## src/rtl/freq_meas_sched.sv

```systemverilog
// freq_meas_sched: round-robin scheduler that shares one frequency meter across NUM_CH test clocks,
// capturing a stable count per channel and keeping per-channel health flags.
module freq_meas_sched #(
    parameter int NUM_CH        = 4,
    parameter int GATE_CYCLES   = 100000,
    parameter int SETTLE_CYCLES = 32,
    parameter int MAX_RETRY     = 3
) (
    input  logic                      clk,
    input  logic                      reset,
    input  logic                      run,
    input  logic                      start,
    input  logic [NUM_CH-1:0]         ch_mask,
    output logic [$clog2(NUM_CH)-1:0] fmeas_sel,
    output logic                      fmeas_enable,
    input  logic [23:0]               fmeas_count,
    output logic                      busy,
    output logic                      result_wr,
    output logic [$clog2(NUM_CH)-1:0] result_ch,
    output logic [23:0]               result_count,
    output logic [NUM_CH-1:0]         result_valid,
    output logic [NUM_CH-1:0]         stuck_zero,
    output logic [NUM_CH-1:0]         stuck_ones,
    output logic [NUM_CH-1:0]         unstable
);
    localparam int CW = $clog2(NUM_CH);
    localparam int WW = $clog2(GATE_CYCLES + SETTLE_CYCLES + 1);
    localparam int RW = $clog2(MAX_RETRY + 2);

    typedef enum logic [2:0] {IDLE, SELECT, ARM, GATE, CAPTURE, WRITE, NEXT} state_t;

    state_t            r_state, w_state_nx;
    logic [CW-1:0]     r_ch, r_first, w_target, w_after;
    logic              r_pass, r_phase, w_wrapped, w_match, w_done;
    logic [WW-1:0]     r_cnt;
    logic [RW-1:0]     r_retry;
    logic [23:0]       r_samp, r_count;
    logic [NUM_CH-1:0] r_valid, r_zero, r_ones, r_unst;

    // Lowest enabled channel at offset >= skip from base, wrapping; base itself if none.
    function automatic logic [CW-1:0] f_pick(input logic [NUM_CH-1:0] m, input logic [CW-1:0] base, input int skip);
        logic [CW-1:0] v;
        logic [CW-1:0] idx;
        v = base;
        for (int k = NUM_CH - 1 + skip; k >= skip; k--) begin
            idx = CW'((int'(base) + k) % NUM_CH);
            if (m[idx]) v = idx;
        end
        return v;
    endfunction

    function automatic logic [CW-1:0] f_off(input logic [CW-1:0] c, input logic [CW-1:0] first);
        return CW'(c >= first ? int'(c) - int'(first) : int'(c) + NUM_CH - int'(first));
    endfunction

    always_comb begin
        w_target   = f_pick(ch_mask, r_ch, 0);
        w_after    = f_pick(ch_mask, r_ch, 1);
        w_wrapped  = f_off(w_after, r_first) <= f_off(r_ch, r_first);
        w_match    = fmeas_count == r_samp;
        w_done     = r_phase && (w_match || r_retry == RW'(MAX_RETRY));
        w_state_nx = r_state;
        case (r_state)
            IDLE:    w_state_nx = ((run || start) && |ch_mask) ? SELECT : IDLE;
            SELECT:  w_state_nx = (r_cnt == WW'(SETTLE_CYCLES - 1)) ? ARM : SELECT;
            ARM:     w_state_nx = GATE;
            GATE:    w_state_nx = (r_cnt == WW'(GATE_CYCLES + SETTLE_CYCLES - 1)) ? CAPTURE : GATE;
            CAPTURE: w_state_nx = w_done ? WRITE : CAPTURE;
            WRITE:   w_state_nx = NEXT;
            NEXT:    w_state_nx = (|ch_mask && (run || (r_pass && !w_wrapped))) ? SELECT : IDLE;
            default: w_state_nx = IDLE;
        endcase
    end

    always_ff @(posedge clk) begin
        if (reset) r_state <= IDLE;
        else r_state <= w_state_nx;
    end

    always_ff @(posedge clk) begin
        if (reset) begin
            r_ch    <= '0;
            r_first <= '0;
            r_pass  <= 1'b0;
            r_cnt   <= '0;
            r_retry <= '0;
            r_phase <= 1'b0;
            r_samp  <= '0;
            r_count <= '0;
            r_valid <= '0;
            r_zero  <= '0;
            r_ones  <= '0;
            r_unst  <= '0;
        end else begin
            r_cnt <= (r_state == w_state_nx && (r_state == SELECT || r_state == GATE)) ? r_cnt + 1'b1 : '0;
            if (r_state == IDLE && w_state_nx == SELECT) begin
                r_ch    <= w_target;
                r_first <= w_target;
                r_pass  <= !run;
            end
            if (r_state == NEXT && |ch_mask) r_ch <= w_after;
            // Samples are taken in pairs: phase 0 stores, phase 1 compares against the live count.
            if (r_state == CAPTURE) begin
                r_phase <= !r_phase;
                if (!r_phase) r_samp <= fmeas_count;
                else if (!w_done) r_retry <= r_retry + 1'b1;
                else begin
                    r_count      <= fmeas_count;
                    r_unst[r_ch] <= !w_match;
                end
            end else begin
                r_phase <= 1'b0;
                r_retry <= '0;
            end
            if (r_state == WRITE) begin
                r_valid[r_ch] <= 1'b1;
                r_zero[r_ch]  <= r_count == '0;
                r_ones[r_ch]  <= &r_count;
            end
        end
    end

    assign fmeas_sel    = r_ch;
    assign fmeas_enable = r_state == ARM;
    assign busy         = r_state != IDLE;
    assign result_wr    = r_state == WRITE;
    assign result_ch    = r_ch;
    assign result_count = r_count;
    assign result_valid = r_valid;
    assign stuck_zero   = r_zero;
    assign stuck_ones   = r_ones;
    assign unstable     = r_unst;
endmodule

```

## config.mk

```make
export PLATFORM = sky130hd
export DESIGN_NAME = freq_meas_sched
export DESIGN_NICKNAME = d
export VERILOG_FILES = /design/src/rtl/freq_meas_sched.sv
export SDC_FILE = /design/constraint.sdc
export NUM_CORES = 1
export LEC_CHECK = 0
export CORE_ASPECT_RATIO = 0.75
export CORE_MARGIN = 1
export CORE_UTILIZATION = 57
export CTS_CLUSTER_SIZE = 40
export DETAILED_ROUTE_END_ITERATION = 6
export GPL_ROUTABILITY_DRIVEN = 0
export PLACE_DENSITY = 0.82
export REMOVE_ABC_BUFFERS = 1
export SLEW_MARGIN = 20
export SYNTH_ARGS = -nofsm -noshare
export SYNTH_HDL_FRONTEND = slang
export SYNTH_SLANG_ARGS = --single-unit
```

## constraint.sdc

```tcl
create_clock -name clk -period 10.2 [get_ports clk]
set_input_delay 2.04 -clock clk [delete_from_list [all_inputs] [get_ports clk]]
set_output_delay 2.04 -clock clk [all_outputs]
set_load 0.1 [all_outputs]
```

# Word-level counts from Yosys, hierarchy flattened
# Index checks and enable logic that the tools add are counted.
classes:
  n_addsub: 11
  magnitude_cmp: 9
  eq_ne: 12
  n_mux: 33
  n_bitwise: 5
  reduce_logical: 27
ops:
  columns: ["cell", "count"]
  rows:
  - ["2-bit 2-to-1 mux", 13]
  - ["24-bit == test", 1]
  - ["24-bit zero test", 1]
  - ["24-bit AND reduction", 1]
  - ["3-bit one-hot mux with 7 select lines", 1]
  - ["17-bit by 1-bit adder with 17-bit output (second input constant)", 1]
  - ["17-bit == test (second input constant)", 1]
  - ["17-bit by 5-bit == test with 1-bit output (second input constant)", 1]
  - ["2-bit by 3-bit less-than comparator with 1-bit output (second input constant)", 5]
  - ["4-bit bitwise mux", 3]
  - ["1-bit binary-select mux with 2-bit select", 5]
  - ["3-bit by 2-bit == test with 1-bit output (second input constant)", 3]
  - ["3-bit == test (second input constant)", 3]
  - ["1-bit 2-to-1 mux", 9]
  - ["1-bit logical AND", 8]
  - ["2-bit subtractor", 4]
  - ["2-bit by 1-bit adder with 2-bit output (second input constant)", 3]
  - ["3-bit by 1-bit == test with 1-bit output (second input constant)", 2]
  - ["2-bit adder (second input constant)", 2]
  - ["2-bit greater-or-equal comparator", 2]
  - ["1-bit zero test", 4]
  - ["1-bit logical OR", 4]
  - ["1-bit NOT", 4]
  - ["4-bit bitwise OR", 1]
  - ["13 further kinds", 15]
totals:
  regBits: 93
  inputBits: 32
  out_inout_bits: 47
  wordCells: 110

# Depth between registers and ports, before layout
# Gate-level depths: netlist (run 1).
depth:
  ltp_word: 21
  ltp_mapped: 14
  mapped_depth_nobuf: 13

# Worst setup path before layout (run 1)
# No wires, ideal clock.
synth_path:
  path_kind: "input-to-reg"
  from: "input ch_mask[1]"
  to: "register r_state[0]"
  setup_ns: 0.125
  arrival_ns: 4.417
  required_time_ns: 10.075
  setup_slack_ns: 5.658
  stages: 12
  n_path_buf: 0
  cell_sequence: "mux4_2 a21oi_2 o21a_1 xnor2_1 ha_1 xnor2_1 xnor2_1 ha_1 nor2b_1 o2111ai_1 a31oi_1 o41a_1"
synth_between:
  elab_chain_cells: 16
  elab_cells_between_ends: 27
  cone_classes: "3 x add/sub; 2 x order compare; 16 x mux; 6 x reduce/logical"
synth_lines:
  columns: ["element", "line_no", "text"]
  rows:
  - ["from (decl)", "13", "input logic [NUM_CH-1:0] ch_mask,"]
  - ["1-bit binary-select mux with 2-bit select", "47", "if (m[idx]) v = idx;"]
  - ["1-bit 2-to-1 mux (not written as such)", "47", null]
  - ["2-bit 2-to-1 mux (4 in series)", "47", null]
  - ["2-bit by 1-bit adder with 2-bit output", "53", "return CW'(c >= first ? int'(c) - int'(first) : int'(c) + NUM_CH - int'(first));"]
  - ["2-bit subtractor", "53", null]
  - ["2-bit 2-to-1 mux", "53", null]
  - ["2-bit <= comparator", "59", "w_wrapped = f_off(w_after, r_first) <= f_off(r_ch, r_first);"]
  - ["1-bit zero test", "70", "NEXT: w_state_nx = (|ch_mask && (run || (r_pass && !w_wrapped))) ? SELECT : IDLE;"]
  - ["1-bit logical AND", "70", null]
  - ["1-bit logical OR", "70", null]
  - ["1-bit logical AND", "70", null]
  - ["1-bit 2-to-1 mux", "70", null]
  - ["3-bit one-hot mux with 7 select lines *", "63", "case (r_state)"]
  - ["to (signal assigned)", "77", "else r_state <= w_state_nx;"]
  - ["to (decl)", "32", "state_t r_state, w_state_nx;"]
# Every way passes the cells marked *; elsewhere a longest branch is shown, timed or not. The select of a mux whose other input is x is not followed.
# A chain may end at the register's enable or synchronous reset.

# Worst setup path in the final report (run 1)
layout_path:
  from: "input ch_mask[2]"
  to: "register r_state[0]"
# Same word-level chain as after synthesis.

==> results of run 1 <==
power groups by stage:
stage | Sequential, mW | Combinational (mW) | Clock [mW]
after floorplan | 0.399 | 0.0630 | 0
after global placement | 0.382 | 0.117 | 0
after detailed placement | 0.383 | 0.122 | 0
after CTS | 0.374 | 0.123 | 0.239
after global routing | 0.375 | 0.134 | 0.255
final | 0.374 | 0.124 | 0.233
cells by family (layout without fill, tap and decap cells):
family          count (synthesis)  count (layout)  synth area share (%)
xor+xnor                       44              44                  8.49
buf+inv                        37             104                  4.66
compound gates                 82              82                  10.6
fa+ha+maj                      11              11                  3.03
mux                            32              32                  7.36
flops                          93              93                  41.0
simple gates                  244             244                  24.8
per-layer routing:
layer  part of all wire [%]  up-vias  global-route usage, %  routed length (um)
li1                       -     1994                      -                   -
met1                     47     1852                   33.2                4830
met2                     46      101                   42.8                4780
met3                    4.5       17                   4.60                 460
met4                    2.2        0                   9.72                 222
met5                      0        -                      0                   0
cells in the final DEF (no fill, tap or decap), types with 5 or more instances in the layout:
cell type and n:
nand2_1 124, dfxtp_1 93, clkdlybuf4s50_1 77, a21oi_1 50
nor2_1 40, xnor2_1 35, mux2i_1 30, nand4_1 24
nor4_1 11, ha_1 11, nand3_1 10, clkbuf_8 10
xor2_1 9, o21ai_0 8, a211oi_1 8, and3_1 7
inv_1 5, nor3_1 5
stage by stage:
stage	area [um^2]	total power, mW	util [%]	setup slack (ns)	std cells
global route	5470	0.765	72.7	5.05	711
global placement	5280	0.499	70.1	5.00	695
floorplan	4350	0.462	-	5.37	512
finish	5470	0.731	72.7	5.19	711
CTS	5470	0.736	72.7	5.23	711
detailed placement	5280	0.504	70.1	4.90	695
worst min-delay path by stage:
stage	from	depth (start not counted)	end	slack [ns]
6_report	r_cnt[0]$_SDFF_PP0_	1	r_cnt[0]$_SDFF_PP0_	0.46
2_1_floorplan	r_cnt[0]$_SDFF_PP0_	1	r_cnt[0]$_SDFF_PP0_	0.42
3_3_place_gp	r_cnt[0]$_SDFF_PP0_	1	r_cnt[0]$_SDFF_PP0_	0.43
5_1_grt	r_cnt[0]$_SDFF_PP0_	1	r_cnt[0]$_SDFF_PP0_	0.48
3_5_place_dp	r_cnt[0]$_SDFF_PP0_	1	r_cnt[0]$_SDFF_PP0_	0.45
4_1_cts	stuck_zero[3]$_SDFFE_PP0P_	2	stuck_zero[3]$_SDFFE_PP0P_	0.46
registers in the layout (all words and copies together) (netlist names):
name,flops
fmeas_sel,2
r_cnt,17
r_first,2
r_pass,1
r_phase,1
r_retry,3
r_samp,24
r_state,3
result_count,24
result_valid,4
stuck_ones,4
stuck_zero,4
unstable,4
critical path, cell delays in order:
cell and delay (ns):
clkdlybuf4s50_1 0.54, mux4_2 0.54, a21oi_2 0.23, o21a_1 0.17, xnor2_1 0.08, ha_1 0.22, xnor2_1 0.20, xnor2_1 0.11
ha_1 0.33, nor2b_1 0.14, o2111ai_1 0.17, a31oi_1 0.11, o41a_1 0.39
area by class of cell:
type | instances | area share [%]
Multi-Input combinational cell | 413 | 45.0
Sequential cell | 93 | 34.0
Timing Repair Buffer | 82 | 14.7
Clock buffer | 10 | 2.51
Tap cell | 101 | 2.31
Clock inverter | 6 | 1.01
Inverter | 6 | 0.411
==> flow_summary.toml, run 1 <==
[timing]
rsz0062_at_grt = "no"
relSlewSlack_pct = 33.5
setup-tns-final_ns = 0
hold_viol_final = 0
period_needed_ns = 5.01
slew_viol_final = 0
period_share_pct = 49.1
setup-violations-final = 0
worst_slew_pin_slew_ns = 0.995
skew_ns = 0.0159
fin_hold_ws_ns = 0.463
fmax_mhz = 200

[detailed_routing]
detail-route-antenna-nets = 0
vias = 3964
dr.pass1.iters = 4
routed_wl_um = 10300
drt-initial-drc-count = 197
wire_per_inst_um = 14.5
drc = 0
via_per_inst = 5.58

[cts]
cts_resized = 0
cts_hold_buf = 0
cts_root_buf = "clkbuf_8"
cts_sinks = 93
cts_setup_buffers = 0
cts_buffers = 9
htree_levels = 3
clk_pin_slew_ns = 0.09
clock_latency_ns = 0.36
clockBufferDepth = 2
cts_tree = "done"

[worst_setup_path]
reg2reg_to = "r_state[0]$_SDFF_PP0_"
reg2regPathDepth = 13
critPathArrivalTime_ns = 5.26
crit_path_start_kind = "input port"
cp-end-kind = "register"
r2r-start = "fmeas_sel[0]$_SDFFE_PP0P_"
rrSetupSlack_ns = 6.49
required_ns = 10.45
crit_start = "ch_mask[2]"
setup.worst_path.class = "input port to register"
cp_max_fo = 8
crit_path_end = "r_state[0]$_SDFF_PP0_"

[worst_hold_path]
hp-class = "register to register"

[placement]
io_buffers = 78
dp_hpwl_um = 7400

[floorplanning]
floorplan.initialDensity_pct = 60.2
io_pins = 79
coreArea_mm2 = 0.00753
fp.dieH_um = 79.3
fp.dieW_um = 105
die_area_mm2 = 0.00833
row_count = 27

[global_routing]
grt_pass1_vias = 3693
track_usage_pct = 25.6
overflow = 0
grt_max_degree = 54
grt_pass1_wl_um = 17100
grt_antenna_before_repair = 0

[synth]
synthFlopType = "dfxtp_1"
synth_top_area_cell = "dfxtp_1"
synthTopCellsByArea = "dfxtp_1, nand2_1, xnor2_1, mux2i_1, a21oi_1"
yosysWarnings = 0
syn_area_per_cell_um2 = 8.36
synth.distinct_cells = 52
synthMostInstantiatedCell = "nand2_1"
synth-seq-cells = 93
ys_async_sr_fraction_pct = 0
netlist.area_leader.share_pct = 41.0
yosysSeqAreaShare_pct = 41.0
syn_area_mm2 = 0.00454
synth_edf_count = 0
synthCells = 543
synth_common_cells = "nand2_1, dfxtp_1, a21oi_1, nor2_1, xnor2_1"

[power_and_ir_drop]
swShare_pct = 29.6
power_frac_clock_pct = 31.9
p_int_mw = 0.515
switching_power_mw = 0.216
p_seq_share_pct = 51.2
irDropWorstVdd_uv = 92.0
power.leakage_nw = 1.82
powerDensity_mw_per_mm2 = 134
power_frac_comb_pct = 17.0

[cells_and_area]
areaGrowthSynthToFinish_pct = 20.6
n_antenna_cell = 0
multiInputGateArea_mm2 = 0.00246
final_layout_size_suffix_gt1_share_pct = 5.74
fillers = 594
seq_area_mm2 = 0.00186
nets = 648

[status]
status = "complete, no violations"

[run]
drv_cap = 0
(Power assumes the default switching activity.)
==> run 2, diff against run 1 <==
CORE_UTILIZATION = 53   (was 57)
PLACE_DENSITY = 0.77   (was 0.82)
clock period = 4.9 ns   (was 10.2 ns; I/O delays follow)
==> flow_summary.toml, run 2 (same netlist as run 1, synthesis figures left out) <==
[status]
status = "complete, no violations"

[global_routing]
overflow = 0
grt_pass1_wl_um = 17600
grt_antenna_before_repair = 0
track_usage_pct = 25.3
grt_max_degree = 54
grt_pass1_vias = 3831

[timing]
period_share_pct = 80.2
slew_viol_final = 0
worst_slew_pin_slew_ns = 0.994
skew_ns = 0.00736
setup-violations-final = 0
setup-tns-final_ns = 0
hold_viol_final = 0
relSlewSlack_pct = 33.5
period_needed_ns = 3.93
fmax_mhz = 254
rsz0062_at_grt = "no"

[worst_setup_path]
crit_path_start_kind = "input port"
setup.worst_path.class = "input port to register"
cp_max_fo = 8
critPathArrivalTime_ns = 4.15
required_ns = 5.12
cp-end-kind = "register"

[power_and_ir_drop]
power.leakage_nw = 1.90
irDropWorstVdd_uv = 259
powerDensity_mw_per_mm2 = 328

[cts]
cts_setup_buffers = 0
cts_root_buf = "clkbuf_16"
cts_buffers = 9
htree_levels = 3
cts_hold_buf = 0
cts_tree = "done"
cts_sinks = 93
cts_resized = 0
clockBufferDepth = 2
clk_pin_slew_ns = 0.07
clock_latency_ns = 0.34

[detailed_routing]
routed_wl_um = 10800
drt-initial-drc-count = 254
via_per_inst = 5.61
detail-route-antenna-nets = 0
dr.pass1.iters = 5
wire_per_inst_um = 15.1
vias = 4011
drc = 0

[placement]
place_area_mm2 = 0.00529
io_buffers = 78
dp_hpwl_um = 7500

[floorplanning]
io_pins = 79
fp.dieW_um = 109
row_count = 28
floorplan.initialDensity_pct = 56.1
coreArea_mm2 = 0.00809
die_area_mm2 = 0.00894
fp.dieH_um = 82.1

[cells_and_area]
final_layout_size_suffix_gt1_share_pct = 5.74
nets = 648
stdcell_area_mm2 = 0.00564
areaGrowthSynthToFinish_pct = 24.3
final_common_cell = "nand2_1"
fillers = 618
n_antenna_cell = 0
final_cell_mix = "nand2_1, dfxtp_1, clkdlybuf4s50_1"

[run]
drv_cap = 0

[worst_hold_path]
hp-class = "register to register"
run 2: changes by cell type in the layout (fill, tap and decap cells not counted):
cell        delta
clkbuf_8       -9
bufinv_16      +3
inv_8          -1
clkinvlp_4     -1
inv_6          +1
clkbuf_16      +9
clkinv_4       -2
run 2: cell type report:
type / count / area, um^2 / area share [%]
flip-flops and latches: 93 / 1860 / 33.0
clock inverters: 6 / 118 / 2.08
repair buffers: 82 / 806 / 14.3
multi-input cells: 413 / 2460 / 43.7
clock buffers: 10 / 239 / 4.24
inverters: 6 / 22.5 / 0.399
well taps: 105 / 131 / 2.33
run 2: metal layers:
metal  routed length, um  global-route usage (%)
met5                   0                       0
met4                 138                    9.46
met3                 596                    5.73
met2                5230                    43.9
met1                4850                    31.0
run 2: stage by stage:
stage | setup slack, ns | instances | utilization (%) | total power [mW] | hold WS (ns)
4_1_cts | 0.978 | 715 | 69.7 | 1.86 | 0.456
3_5_place_dp | 0.644 | 699 | 65.3 | 1.05 | 0.447
6_report | 0.968 | 715 | 69.7 | 1.85 | 0.459
2_1_floorplan | 0.0742 | 512 | - | 0.961 | 0.418
5_1_grt | 0.778 | 715 | 69.7 | 1.91 | 0.490
3_3_place_gp | 0.749 | 699 | 65.3 | 1.04 | 0.434
run 2: final timing paths:
kind / from / to / slack, ns / cells past startpoint
worst max-delay path: ch_mask[2] / r_state[0]$_SDFF_PP0_ / 0.97 / 13
worst min-delay path: stuck_zero[3]$_SDFFE_PP0P_ / stuck_zero[3]$_SDFFE_PP0P_ / 0.46 / 2
worst max register to register: fmeas_sel[0]$_SDFFE_PP0P_ / r_state[0]$_SDFF_PP0_ / 1.25 / 13
worst min register to register: stuck_zero[3]$_SDFFE_PP0P_ / stuck_zero[3]$_SDFFE_PP0P_ / 0.46 / 2
run 2: where the power goes:
part / switching [mW] / internal (mW) / leakage, nW / total, mW
combinational: 0.155 / 0.101 / 0.975 / 0.256
clock: 0.300 / 0.518 / 0.171 / 0.818
sequential: 0.0163 / 0.763 / 0.750 / 0.779
run 2: critical path, stage by stage:
cell             delay, ns
clkdlybuf4s50_1       0.53
mux4_2                0.53
a21oi_2               0.23
o21a_1                0.18
xnor2_1               0.07
ha_1                  0.21
xnor2_1               0.14
xnor2_1               0.13
ha_1                  0.32
nor2b_1               0.13
o2111ai_1             0.18
a31oi_1               0.12
o41a_1                0.39
==> run 3, diff against run 2 <==
clock period = 3.62 ns   (was 4.9 ns; I/O delays follow)
==> flow_summary.toml, run 3 (same netlist as run 1, synthesis figures left out) <==
[cts]
cts_sinks = 93
cts_hold_buf = 0
clockBufferDepth = 2
cts_root_buf = "clkbuf_16"
clock_latency_ns = 0.34
clk_pin_slew_ns = 0.06
htree_levels = 3
cts_setup_buffers = 0
cts_tree = "done"
cts_buffers = 9
cts_resized = 0

[detailed_routing]
vias = 4057
drc = 0
dr.pass1.iters = 4
routed_wl_um = 10900
detail-route-antenna-nets = 0
wire_per_inst_um = 15.0
drt-initial-drc-count = 211
via_per_inst = 5.60

[power_and_ir_drop]
irDropWorstVdd_uv = 283
power_frac_clock_pct = 38.3
p_seq_share_pct = 45.3
power.leakage_nw = 1.92
powerDensity_mw_per_mm2 = 410
swShare_pct = 28.3
power_frac_comb_pct = 16.5
p_int_mw = 1.66
switching_power_mw = 0.652

[global_routing]
track_usage_pct = 25.6
grt_antenna_before_repair = 0
overflow = 0
grt_max_degree = 49
grt_pass1_vias = 3899
grt_pass1_wl_um = 17800

[floorplanning]
fp.dieH_um = 82.1
row_count = 28
floorplan.initialDensity_pct = 56.1
io_pins = 79
die_area_mm2 = 0.00894
coreArea_mm2 = 0.00809
fp.dieW_um = 109

[cells_and_area]
fillers = 651
multiInputGateArea_mm2 = 0.00246
seq_area_mm2 = 0.00186
stdcell_area_mm2 = 0.00562
final_common_cell = "nand2_1"
final_layout_size_suffix_gt1_share_pct = 8.08
n_antenna_cell = 0
nets = 657
final_cell_mix = "nand2_1, dfxtp_1, clkdlybuf4s50_1"
areaGrowthSynthToFinish_pct = 23.9
final_util_pct = 69.5
final_cells = 724

[timing]
worst_slew_pin_slew_ns = 0.992
fin_hold_ws_ns = 0.453
slew_viol_final = 0
period_needed_ns = 3.50
relSlewSlack_pct = 33.7
hold_viol_final = 0
setup-tns-final_ns = 0
setup-violations-final = 0
skew_ns = 0.00825
fmax_mhz = 286
period_share_pct = 96.7
rsz0062_at_grt = "no"

[worst_setup_path]
crit_path_start_kind = "input port"
critPathArrivalTime_ns = 3.73
r2r-start = "fmeas_sel[0]$_SDFFE_PP0P_"
required_ns = 3.85
setup.worst_path.class = "input port to register"
cp-end-kind = "register"
cp_max_fo = 2
crit_start = "ch_mask[1]"

[placement]
dp_hpwl_um = 7690
place_area_mm2 = 0.00535
dp.cells = 708
io_buffers = 78

[status]
status = "complete, no violations"

[run]
drv_cap = 0

[worst_hold_path]
hp-class = "register to register"
hp-start = "r_cnt[0]$_SDFF_PP0_"
-- run 3: final timing paths --
check             slack (ns)  cells past startpoint                     to
setup reg to reg        0.26                     13  r_state[0]$_SDFF_PP0_
hold reg to reg         0.45                      1    r_cnt[0]$_SDFF_PP0_
setup / recovery        0.12                     13  r_state[0]$_SDFF_PP0_
hold / removal          0.45                      1    r_cnt[0]$_SDFF_PP0_
-- run 3: stage by stage --
stage                     power, mW  setup slack, ns
after floorplan                1.30            -1.21
after global placement         1.42          -0.0814
after detailed placement       1.44           -0.183
after CTS                      2.32            0.159
after global routing           2.39          0.00528
final                          2.31            0.119
-- run 3: final cells by class --
class                           count  share of cell area [%]
Inverter                            6                   0.400
Clock buffer                       10                    4.07
Sequential cell                    93                    33.1
Timing Repair Buffer               91                    15.4
Clock inverter                      6                   0.823
Tap cell                          105                    2.34
Multi-Input combinational cell    413                    43.8
-- run 3: worst max-delay path, cell delays in order --
cell             delay, ns
clkdlybuf4s50_1       0.43
mux4_2                0.53
nand3b_1              0.16
o21a_1                0.18
xnor2_1               0.07
ha_1                  0.19
xnor2_1               0.13
xnor2_1               0.13
ha_1                  0.32
nor2b_1               0.14
o2111ai_1             0.20
a31oi_1               0.12
o41a_1                0.38
-- run 3: layer usage --
metal	GRT usage [%]	wire length, um	up-vias	share of wire, %
li1	-	-	2009	-
met2	44.4	5180	121	48
met1	31.9	5010	1909	46
met5	0	0	-	0
met3	5.10	534	18	4.9
met4	9.32	168	0	1.5
-- run 3: power by group through the flow --
stage | sequential [mW] | clock [mW] | combinational [mW]
floorplan | 1.12 | 0 | 0.178
global placement | 1.07 | 0 | 0.356
detailed placement | 1.07 | 0 | 0.372
CTS | 1.04 | 0.898 | 0.375
global route | 1.05 | 0.937 | 0.409
finish | 1.04 | 0.883 | 0.380
